--- config.mk ---
export PLATFORM = sky130hd
export DESIGN_NAME = flit_32_pkt_arbiter_flat
export DESIGN_NICKNAME = d
export VERILOG_FILES = /design/src/rtl/flit_32_pkt_arbiter_if.sv /design/src/rtl/flit_32_pkt_arbiter.sv /design/src/flat_wrapper.sv
export SDC_FILE = /design/constraint.sdc
export NUM_CORES = 1
export LEC_CHECK = 0
export ABC_AREA = 1
export CORE_MARGIN = 4
export CORE_UTILIZATION = 53
export DETAILED_ROUTE_END_ITERATION = 10
export DONT_BUFFER_PORTS = 1
export PLACE_DENSITY = 0.8
export SKIP_LAST_GASP = 1
export SYNTH_ARGS = -nofsm -noshare
export SYNTH_HDL_FRONTEND = slang
export SYNTH_SLANG_ARGS = --single-unit
--- constraint.sdc ---
create_clock -name clk -period 3.9 [get_ports clk]
set_input_delay 0.195 -clock clk [delete_from_list [all_inputs] [get_ports clk]]
set_output_delay 0.195 -clock clk [all_outputs]
set_load 0.01 [all_outputs]
--- src/rtl/flit_32_pkt_arbiter_if.sv ---
// ---------------------------------------------------------------------------
// flit_32_pkt_arbiter_if
// Bundle of flit handshake signals around the packet arbiter.
//   in_flit_data   [NUM_PORTS*32] per-port flit data, port i at [32*i+31:32*i]
//   in_flit_valid  [NUM_PORTS]    per-port valid
//   in_flit_last   [NUM_PORTS]    per-port last-flit marker
//   in_flit_16     [NUM_PORTS]    per-port "lower 16 bits only" marker
//   in_flit_ready  [NUM_PORTS]    per-port ready (driven by the arbiter)
//   out_flit_data  [32]           muxed flit data towards the sink
//   out_flit_valid                muxed valid
//   out_flit_last                 muxed or forced last
//   out_flit_16                   muxed 16-bit marker
//   out_flit_ready                sink ready
//   grant          [NUM_PORTS]    one-hot owning port, 0 when idle
//   err_overlen                   one-cycle truncation pulse
// modport slave  : the arbiter side
// modport master : the environment side (sources and sink)
// ---------------------------------------------------------------------------
interface flit_32_pkt_arbiter_if #(
    parameter int NUM_PORTS = 2
);
    logic [NUM_PORTS*32-1:0] in_flit_data;
    logic [NUM_PORTS-1:0]    in_flit_valid;
    logic [NUM_PORTS-1:0]    in_flit_last;
    logic [NUM_PORTS-1:0]    in_flit_16;
    logic [NUM_PORTS-1:0]    in_flit_ready;
    logic [31:0]             out_flit_data;
    logic                    out_flit_valid;
    logic                    out_flit_last;
    logic                    out_flit_16;
    logic                    out_flit_ready;
    logic [NUM_PORTS-1:0]    grant;
    logic                    err_overlen;

    modport slave (
        input  in_flit_data, in_flit_valid, in_flit_last, in_flit_16, out_flit_ready,
        output in_flit_ready, out_flit_data, out_flit_valid, out_flit_last, out_flit_16,
        output grant, err_overlen
    );

    modport master (
        output in_flit_data, in_flit_valid, in_flit_last, in_flit_16, out_flit_ready,
        input  in_flit_ready, out_flit_data, out_flit_valid, out_flit_last, out_flit_16,
        input  grant, err_overlen
    );
endinterface

--- src/rtl/flit_32_pkt_arbiter.sv ---
// ---------------------------------------------------------------------------
// flit_32_pkt_arbiter
// Packet-level round-robin arbiter sharing one 32-bit flit sink between
// NUM_PORTS flit sources. A grant is held from first to last flit. Packets
// longer than MAX_PKT_LEN are cut: the MAX_PKT_LEN-th flit is forwarded as
// last, err_overlen pulses, and the rest of the packet is drained silently.
// Ports:
//   clk  clock
//   rst  synchronous active-high reset
//   bus  flit_32_pkt_arbiter_if.slave (all flit handshakes, grant, error)
// ---------------------------------------------------------------------------
module flit_32_pkt_arbiter #(
    parameter int NUM_PORTS   = 2,
    parameter int MAX_PKT_LEN = 10
) (
    input  logic                        clk,
    input  logic                        rst,
    flit_32_pkt_arbiter_if.slave        bus
);
    localparam int PTR_W = (NUM_PORTS > 1) ? $clog2(NUM_PORTS) : 1;
    localparam int CNT_W = $clog2(MAX_PKT_LEN + 1);
    localparam logic [PTR_W-1:0] LAST_PORT = PTR_W'(NUM_PORTS - 1);
    localparam logic [CNT_W-1:0] CNT_CAP   = CNT_W'(MAX_PKT_LEN - 1);
    localparam logic [PTR_W:0]   PORTS_EXT = (PTR_W + 1)'(NUM_PORTS);

    typedef enum logic [1:0] {
        ST_IDLE = 2'd0,
        ST_XFER = 2'd1,
        ST_DROP = 2'd2
    } state_t;

    state_t               state_r, state_n;
    logic [NUM_PORTS-1:0] grant_r, grant_n;
    logic [PTR_W-1:0]     gidx_r, gidx_n;
    logic [PTR_W-1:0]     ptr_r, ptr_n;
    logic [CNT_W-1:0]     cnt_r, cnt_n;
    logic                 err_r, err_n;

    logic [PTR_W:0]       sum_s;
    logic [PTR_W-1:0]     cand_s;
    logic                 take_s;
    logic                 pick_found_s;
    logic [PTR_W-1:0]     pick_idx_s;
    logic [NUM_PORTS-1:0] pick_onehot_s;
    logic [PTR_W-1:0]     next_ptr_s;

    logic [31:0]          sel_data_s;
    logic                 sel_valid_s;
    logic                 sel_last_s;
    logic                 sel_16_s;
    logic                 at_cap_s;
    logic                 hs_s;

    // Cyclic search for the first requesting port, starting at the pointer.
    always_comb begin
        sum_s         = {(PTR_W + 1){1'b0}};
        cand_s        = {PTR_W{1'b0}};
        take_s        = 1'b0;
        pick_found_s  = 1'b0;
        pick_idx_s    = ptr_r;
        pick_onehot_s = {NUM_PORTS{1'b0}};
        for (int i = 0; i < NUM_PORTS; i++) begin
            sum_s        = {1'b0, ptr_r} + (PTR_W + 1)'(i);
            cand_s       = (sum_s >= PORTS_EXT) ? PTR_W'(sum_s - PORTS_EXT) : sum_s[PTR_W-1:0];
            take_s       = !pick_found_s && bus.in_flit_valid[cand_s];
            pick_idx_s   = take_s ? cand_s : pick_idx_s;
            pick_found_s = pick_found_s | take_s;
        end
        pick_onehot_s[pick_idx_s] = pick_found_s;
    end

    // AND-OR mux of the granted port's flit fields.
    always_comb begin
        sel_data_s  = 32'd0;
        sel_valid_s = 1'b0;
        sel_last_s  = 1'b0;
        sel_16_s    = 1'b0;
        for (int i = 0; i < NUM_PORTS; i++) begin
            sel_data_s  = sel_data_s  | ({32{gidx_r == PTR_W'(i)}} & bus.in_flit_data[i*32 +: 32]);
            sel_valid_s = sel_valid_s | ((gidx_r == PTR_W'(i)) & bus.in_flit_valid[i]);
            sel_last_s  = sel_last_s  | ((gidx_r == PTR_W'(i)) & bus.in_flit_last[i]);
            sel_16_s    = sel_16_s    | ((gidx_r == PTR_W'(i)) & bus.in_flit_16[i]);
        end
    end

    assign at_cap_s   = (cnt_r == CNT_CAP);
    assign next_ptr_s = (gidx_r == LAST_PORT) ? {PTR_W{1'b0}} : (gidx_r + PTR_W'(1));

    // Next-state logic: arbitration, packet tracking and truncation.
    always_comb begin
        state_n = state_r;
        grant_n = grant_r;
        gidx_n  = gidx_r;
        ptr_n   = ptr_r;
        cnt_n   = cnt_r;
        err_n   = 1'b0;
        hs_s    = 1'b0;
        case (state_r)
            ST_IDLE: begin
                if (pick_found_s) begin
                    state_n = ST_XFER;
                    gidx_n  = pick_idx_s;
                    grant_n = pick_onehot_s;
                    cnt_n   = {CNT_W{1'b0}};
                end else begin
                    state_n = ST_IDLE;
                end
            end
            ST_XFER: begin
                hs_s = sel_valid_s & bus.out_flit_ready;
                if (hs_s && sel_last_s) begin
                    // Genuine last, including an exactly full-length packet.
                    state_n = ST_IDLE;
                    grant_n = {NUM_PORTS{1'b0}};
                    ptr_n   = next_ptr_s;
                end else if (hs_s && at_cap_s) begin
                    // Flit was sent with a forced last; drain the remainder.
                    state_n = ST_DROP;
                    err_n   = 1'b1;
                end else if (hs_s) begin
                    cnt_n = cnt_r + CNT_W'(1);
                end else begin
                    state_n = ST_XFER;
                end
            end
            ST_DROP: begin
                hs_s = sel_valid_s;
                if (hs_s && sel_last_s) begin
                    state_n = ST_IDLE;
                    grant_n = {NUM_PORTS{1'b0}};
                    ptr_n   = next_ptr_s;
                end else begin
                    state_n = ST_DROP;
                end
            end
            default: begin
                state_n = ST_IDLE;
                grant_n = {NUM_PORTS{1'b0}};
            end
        endcase
    end

    // State and bookkeeping registers.
    always_ff @(posedge clk) begin
        if (rst) begin
            state_r <= ST_IDLE;
            grant_r <= {NUM_PORTS{1'b0}};
            gidx_r  <= {PTR_W{1'b0}};
            ptr_r   <= {PTR_W{1'b0}};
            cnt_r   <= {CNT_W{1'b0}};
            err_r   <= 1'b0;
        end else begin
            state_r <= state_n;
            grant_r <= grant_n;
            gidx_r  <= gidx_n;
            ptr_r   <= ptr_n;
            cnt_r   <= cnt_n;
            err_r   <= err_n;
        end
    end

    // Flit path outputs; everything is quiet outside XFER/DROP.
    always_comb begin
        bus.out_flit_data  = 32'd0;
        bus.out_flit_valid = 1'b0;
        bus.out_flit_last  = 1'b0;
        bus.out_flit_16    = 1'b0;
        bus.in_flit_ready  = {NUM_PORTS{1'b0}};
        case (state_r)
            ST_XFER: begin
                bus.out_flit_data  = sel_data_s;
                bus.out_flit_valid = sel_valid_s;
                bus.out_flit_last  = sel_last_s | at_cap_s;
                bus.out_flit_16    = sel_16_s;
                bus.in_flit_ready  = grant_r & {NUM_PORTS{bus.out_flit_ready}};
            end
            ST_DROP: begin
                // Accept and discard the tail of a truncated packet.
                bus.in_flit_ready = grant_r;
            end
            default: begin
                bus.in_flit_ready = {NUM_PORTS{1'b0}};
            end
        endcase
    end

    assign bus.grant       = grant_r;
    assign bus.err_overlen = err_r;

endmodule

--- src/flat_wrapper.sv ---
// flat-port wrapper written by rule: the top's interface ports become plain ports
module flit_32_pkt_arbiter_flat 
#(
    parameter int NUM_PORTS   = 2,
    parameter int MAX_PKT_LEN = 10
)
  (clk, rst, bus_in_flit_data, bus_in_flit_valid, bus_in_flit_last, bus_in_flit_16, bus_out_flit_ready, bus_in_flit_ready, bus_out_flit_data, bus_out_flit_valid, bus_out_flit_last, bus_out_flit_16, bus_grant, bus_err_overlen);
  flit_32_pkt_arbiter_if #(.NUM_PORTS(NUM_PORTS)) bus_i ();
  input  logic clk;
  input  logic rst;
  input wire logic [$bits(bus_i.in_flit_data)-1:0] bus_in_flit_data;
  input wire logic [$bits(bus_i.in_flit_valid)-1:0] bus_in_flit_valid;
  input wire logic [$bits(bus_i.in_flit_last)-1:0] bus_in_flit_last;
  input wire logic [$bits(bus_i.in_flit_16)-1:0] bus_in_flit_16;
  input wire logic [$bits(bus_i.out_flit_ready)-1:0] bus_out_flit_ready;
  output wire logic [$bits(bus_i.in_flit_ready)-1:0] bus_in_flit_ready;
  output wire logic [$bits(bus_i.out_flit_data)-1:0] bus_out_flit_data;
  output wire logic [$bits(bus_i.out_flit_valid)-1:0] bus_out_flit_valid;
  output wire logic [$bits(bus_i.out_flit_last)-1:0] bus_out_flit_last;
  output wire logic [$bits(bus_i.out_flit_16)-1:0] bus_out_flit_16;
  output wire logic [$bits(bus_i.grant)-1:0] bus_grant;
  output wire logic [$bits(bus_i.err_overlen)-1:0] bus_err_overlen;
  assign bus_i.in_flit_data = bus_in_flit_data;
  assign bus_i.in_flit_valid = bus_in_flit_valid;
  assign bus_i.in_flit_last = bus_in_flit_last;
  assign bus_i.in_flit_16 = bus_in_flit_16;
  assign bus_i.out_flit_ready = bus_out_flit_ready;
  assign bus_in_flit_ready = bus_i.in_flit_ready;
  assign bus_out_flit_data = bus_i.out_flit_data;
  assign bus_out_flit_valid = bus_i.out_flit_valid;
  assign bus_out_flit_last = bus_i.out_flit_last;
  assign bus_out_flit_16 = bus_i.out_flit_16;
  assign bus_grant = bus_i.grant;
  assign bus_err_overlen = bus_i.err_overlen;
  flit_32_pkt_arbiter #(.NUM_PORTS(NUM_PORTS), .MAX_PKT_LEN(MAX_PKT_LEN)) u_core (.clk(clk), .rst(rst), .bus(bus_i));
endmodule
---- Word level (Yosys, flattened, before mapping) ----
Cells that the tools add are included.
storage, ports and cells
  register bits ........................... 11
  bits of input ports ..................... 73
  output and inout bits ................... 40
  logic and storage cells ................. 95
cells by class
  add/sub/neg operators ................... 5
  $lt $le $gt $ge ......................... 6
  equality and inequality tests ........... 10
  mux-type cells .......................... 35
  bitwise logic cells ..................... 19
  reduce and logical (&&, ||, !) cells .... 14
operators with widths
  operator             number
  $and 32x32->32       2
  $mux 32              1
  $or 32x32->32        1
  $mux 1               17
  $mux 4               4
  $mux 2               7
  $pmux 2 s3           2
  $ne 2x1->1 const B   4
  $pmux 4 s2           1
  $and 1x1->1          7
  $lt 1x2->1 const B   3
  $reduce_and 3->1     2
  $logic_and 1x1->1    5
  $or 1x1->1           5
  $reduce_and 5->1     1
  $add 4x1->4 const B  1
  $and 2x2->2          2
  $eq 4x4->1 const B   1
  $ne 2x2->1 const B   2
  $ne 4x4->1 const B   1
  $pmux 2 s2           1
  $reduce_bool 2->1    2
  $reduce_or 3->1      1
  $add 1x1->2 const B  1
  13 further kinds     15

---- Longest topological paths before layout ----
  word-level depth ........................ 14
  gate-level depth with buffers ........... 11
  gate-level depth less buffers ........... 11

---- Worst setup path after synthesis ----
No wires, ideal clock.
  kind .................................... register -> output
  from .................................... register u_core.state_r[1]
  to ...................................... output port bus_out_flit_data[0]
  data arrival time ....................... 1,222 ps
  required time ........................... 3,705 ps
  slack ................................... 2,483 ps
  cell stages (with the launch flop) ...... 7
  buffers on the path ..................... 2
  cells stage by stage .................... dfxtp_1 -> inv_1 -> ha_1 -> buf_2 -> clkbuf_1 -> o21ai_0 -> nor2_1
on the way
  longest elaborated chain between the ends .. 2
RTL lines
  what                    line                        text
  start, declared         flit_32_pkt_arbiter.sv:32   state_t state_r, state_n;
  start signal, assigned  flit_32_pkt_arbiter.sv:153  state_r <= state_n;
  $eq 2x1->1              flit_32_pkt_arbiter.sv:169  case (state_r)
  $mux 32                 flit_32_pkt_arbiter.sv:169
  end, declared           flat_wrapper.sv:17          output wire logic [$bits(bus_i.out_flit_data)-1:0] bus_out_flit_data;
Every way passes these cells.

---- Worst setup path in the final report ----
  from .................................... register u_core.state_r[1]
  to ...................................... output port bus_out_flit_valid
on the way
  longest elaborated chain between the ends .. 2
RTL lines
  what           line                        text
  $eq 2x1->1     flit_32_pkt_arbiter.sv:169
  $mux 1         flit_32_pkt_arbiter.sv:169
  end, declared  flat_wrapper.sv:18          output wire logic [$bits(bus_i.out_flit_valid)-1:0] bus_out_flit_valid;
Every way passes these cells.

==> results_dict.tcl <==
set metrics [dict create \
    period_needed_ns 2.31 \
    crit_type "reg -> out" \
    pin_count 113 \
    skew_ns 0.00511 \
    place_congestion 0.848 \
    p_per_area_nw_per_um2 346 \
    cts_num_sinks 11 \
    clk_pin_slew_worst_paths_ns 0.07 \
    dpl.cell_count 246 \
    cts_buffers 3 \
    grt_setup_unrepaired "false" \
    drt_wl_total_microns 3340 \
    swShare 0.476 \
    cts_max_path_buffers 2 \
    initial_utilization 0.558 \
    status "completed" \
    crit_chain "inv_1 -> ha_1 -> inv_1 -> nor2_1" \
    core_area_sq_um 2230 \
    syn_to_final_growth_pct 2.01 \
    ctsResizeCount 0 \
    comb_power_share 0.501 \
    die_area_sq_um 3190 \
    port_buffers 0 \
    yosysSeqAreaShare 0.177 \
    crit_path_end_kind "output pin" \
    cp_num_buf_inv 2 \
    internal_power_mw 0.230 \
    crit_arrival_ns 2.12 \
    nets 303 \
    fmax_ghz 0.433 \
    die_width_microns 56.5 \
    crit_path_frequent_cell "inv_1" \
    htree_levels 1 \
    grt_usage 0.207 \
    cp_top_family "adder cells" \
    syn-cell-area_sq_um 1250 \
    drt-wirelength-per-cell_microns 13.3 \
    seqPwrFrac 0.322 \
    grt_antenna_before_repair 0 \
    via_per_inst 5.40 \
    grt_pass1_vias 1227 \
    yosys_register_bits 11 \
    drcViolationCount 0 \
    drive_gt1_frac 0.0942 \
    worstHoldPathType "in -> reg" \
    worstPathMaxFanout 39 \
    setup_viol 0 \
    row_count 17 \
    dp_hpwl_microns 2680 \
    root_buffer "clkbuf_4" \
    overflow 0 \
    finalNonFillerCells 251 \
    worst_pin_slew_ns 1.02 \
    grt_start_max_net_pins 40 \
    p_switching_mw 0.209 \
    cap_violations 0 \
    irDropWorstVdd_mv 0.414 \
    relSlewSlack 0.319 \
    antennaDiodeCount 0 \
    crit_path_max_incr_delay_ns 0.83 \
    ff2ff_setup_slack_ns 1.72 \
    drtIter0Drc 68 \
    cp_data_required_time_ns 3.70 \
    p_clk_frac 0.176 \
    synthCells 229 \
    die_y_microns 56.5 \
    via_count 1356 \
    fin_tns_setup_ns 0 \
    syn_area_per_cell_sq_um 5.44 \
    ys_warn_count 0 \
    ant_nets 0 \
    period_share 0.593 \
    mappedNetlistNets 308 \
    grt_pass1_wl_microns 5460 \
    post_cts_buffers 0 \
    final-max-slew-violation-count 0 \
    dr.pass1.iters 4 \
    crit_slowest_cell "ha_1" \
    tritoncts "done" \
    cp-start-kind "flip-flop" \
    leakage_nw 0.606 \
    clkLatencyLatePin_ns 0.27 \
    hold_violations 0 \
    synth.distinct_cells 22 \
    holdBufCountCts 1 \
]
[tightest hold or removal path, delay by kind of cell]
| kind | cells | cell delay (ns) |
|---|---|---|
| simple gates | 2 | 0.09 |
| buf+inv | 1 | 0.04 |
[per-stage QoR]
stage	utilization	hold WS [ns]	setup WS [ns]	instance area, sq um	power [mW]
global placement	0.553	0.265	1.82	1230	0.361
global route	0.569	0.0912	1.27	1270	0.490
detailed placement	0.553	0.268	1.71	1230	0.363
floorplan	-	0.416	2.48	1250	0.335
CTS	0.569	0.0868	1.59	1270	0.445
finish	0.569	0.0941	1.59	1270	0.439
[final timing paths]
path,start,to,cells after the start
min reg2reg,u_core.state_r[0]$_SDFFE_PP0P_,u_core.state_r[0]$_SDFFE_PP0P_,2
min,rst,u_core.cnt_r[3]$_SDFFE_PP0P_,3
max reg2reg,u_core.state_r[1]$_SDFFE_PP0P_,u_core.cnt_r[0]$_SDFFE_PP0P_,9
max,u_core.state_r[1]$_SDFFE_PP0P_,bus_out_flit_valid,4
[layer usage]
layer | vias up | global-route usage | wire [microns]
met4 | 0 | 0.0407 | 10
met3 | 2 | 0.0782 | 330
met5 | - | 0 | 0
li1 | 719 | - | -
met1 | 573 | 0.233 | 1290
met2 | 62 | 0.370 | 1710
[state kept, by name (all words and copies together) (netlist names)]
signal                  count
u_core.cnt_r                4
u_core.state_r              2
u_core.bus.grant            2
u_core.gidx_r               1
u_core.bus.err_overlen      1
u_core.ptr_r                1
[kinds of logic (layout without fill, tap and decap cells)]
family | count (synthesis) | in the layout | share of synthesized area
AO/OA/AOI/OAI | 46 | 46 | 0.185
XOR/XNOR | 1 | 1 | 0.00703
buffers and inverters | 27 | 21 | 0.0883
flip-flops | 11 | 11 | 0.177
adder cells (fa/ha/maj) | 6 | 6 | 0.0602
AND/OR/NAND/NOR | 138 | 138 | 0.483
[placed cells by master, fill, tap and decap left out, types with 4 or more instances in the layout]
cell type / count
nor2_1: 84
o21ai_0: 34
nand2_1: 27
inv_1: 11
dfxtp_1: 11
a21oi_1: 9
nand3_1: 8
ha_1: 6
nand2_2: 5
inv_2: 4
nand4_1: 4
[Yosys cell counts, drive strengths merged]
library cell	number	area, sq um
nand2	35	166
nor3	2	10.0
o21ai	37	185
nor2	88	350
buf	3	20.0
clkbuf	9	33.8
nand4	4	25.0
nand3	9	50.1
dfxtp	11	220
ha	6	75.1
xnor2	1	8.76
inv	15	56.3
a21oi	9	45.0
[power groups by stage]
stage                     clock [mW]  sequential, mW  combinational (mW)
after floorplan                    0           0.141               0.194
after global routing          0.0893           0.144               0.256
after CTS                     0.0815           0.141               0.222
after detailed placement           0           0.144               0.219
after global placement             0           0.144               0.216
final                         0.0775           0.142               0.220
[final cells by class]
type	count	area, sq um
Multi-Input combinational cell	191	916
Sequential cell	11	220
Timing Repair Buffer	2	17.5
Fill cell	244	962
Inverter	15	56.3
Tap cell	28	35.0
Clock buffer	4	26.3
(Power assumes the default switching activity.)
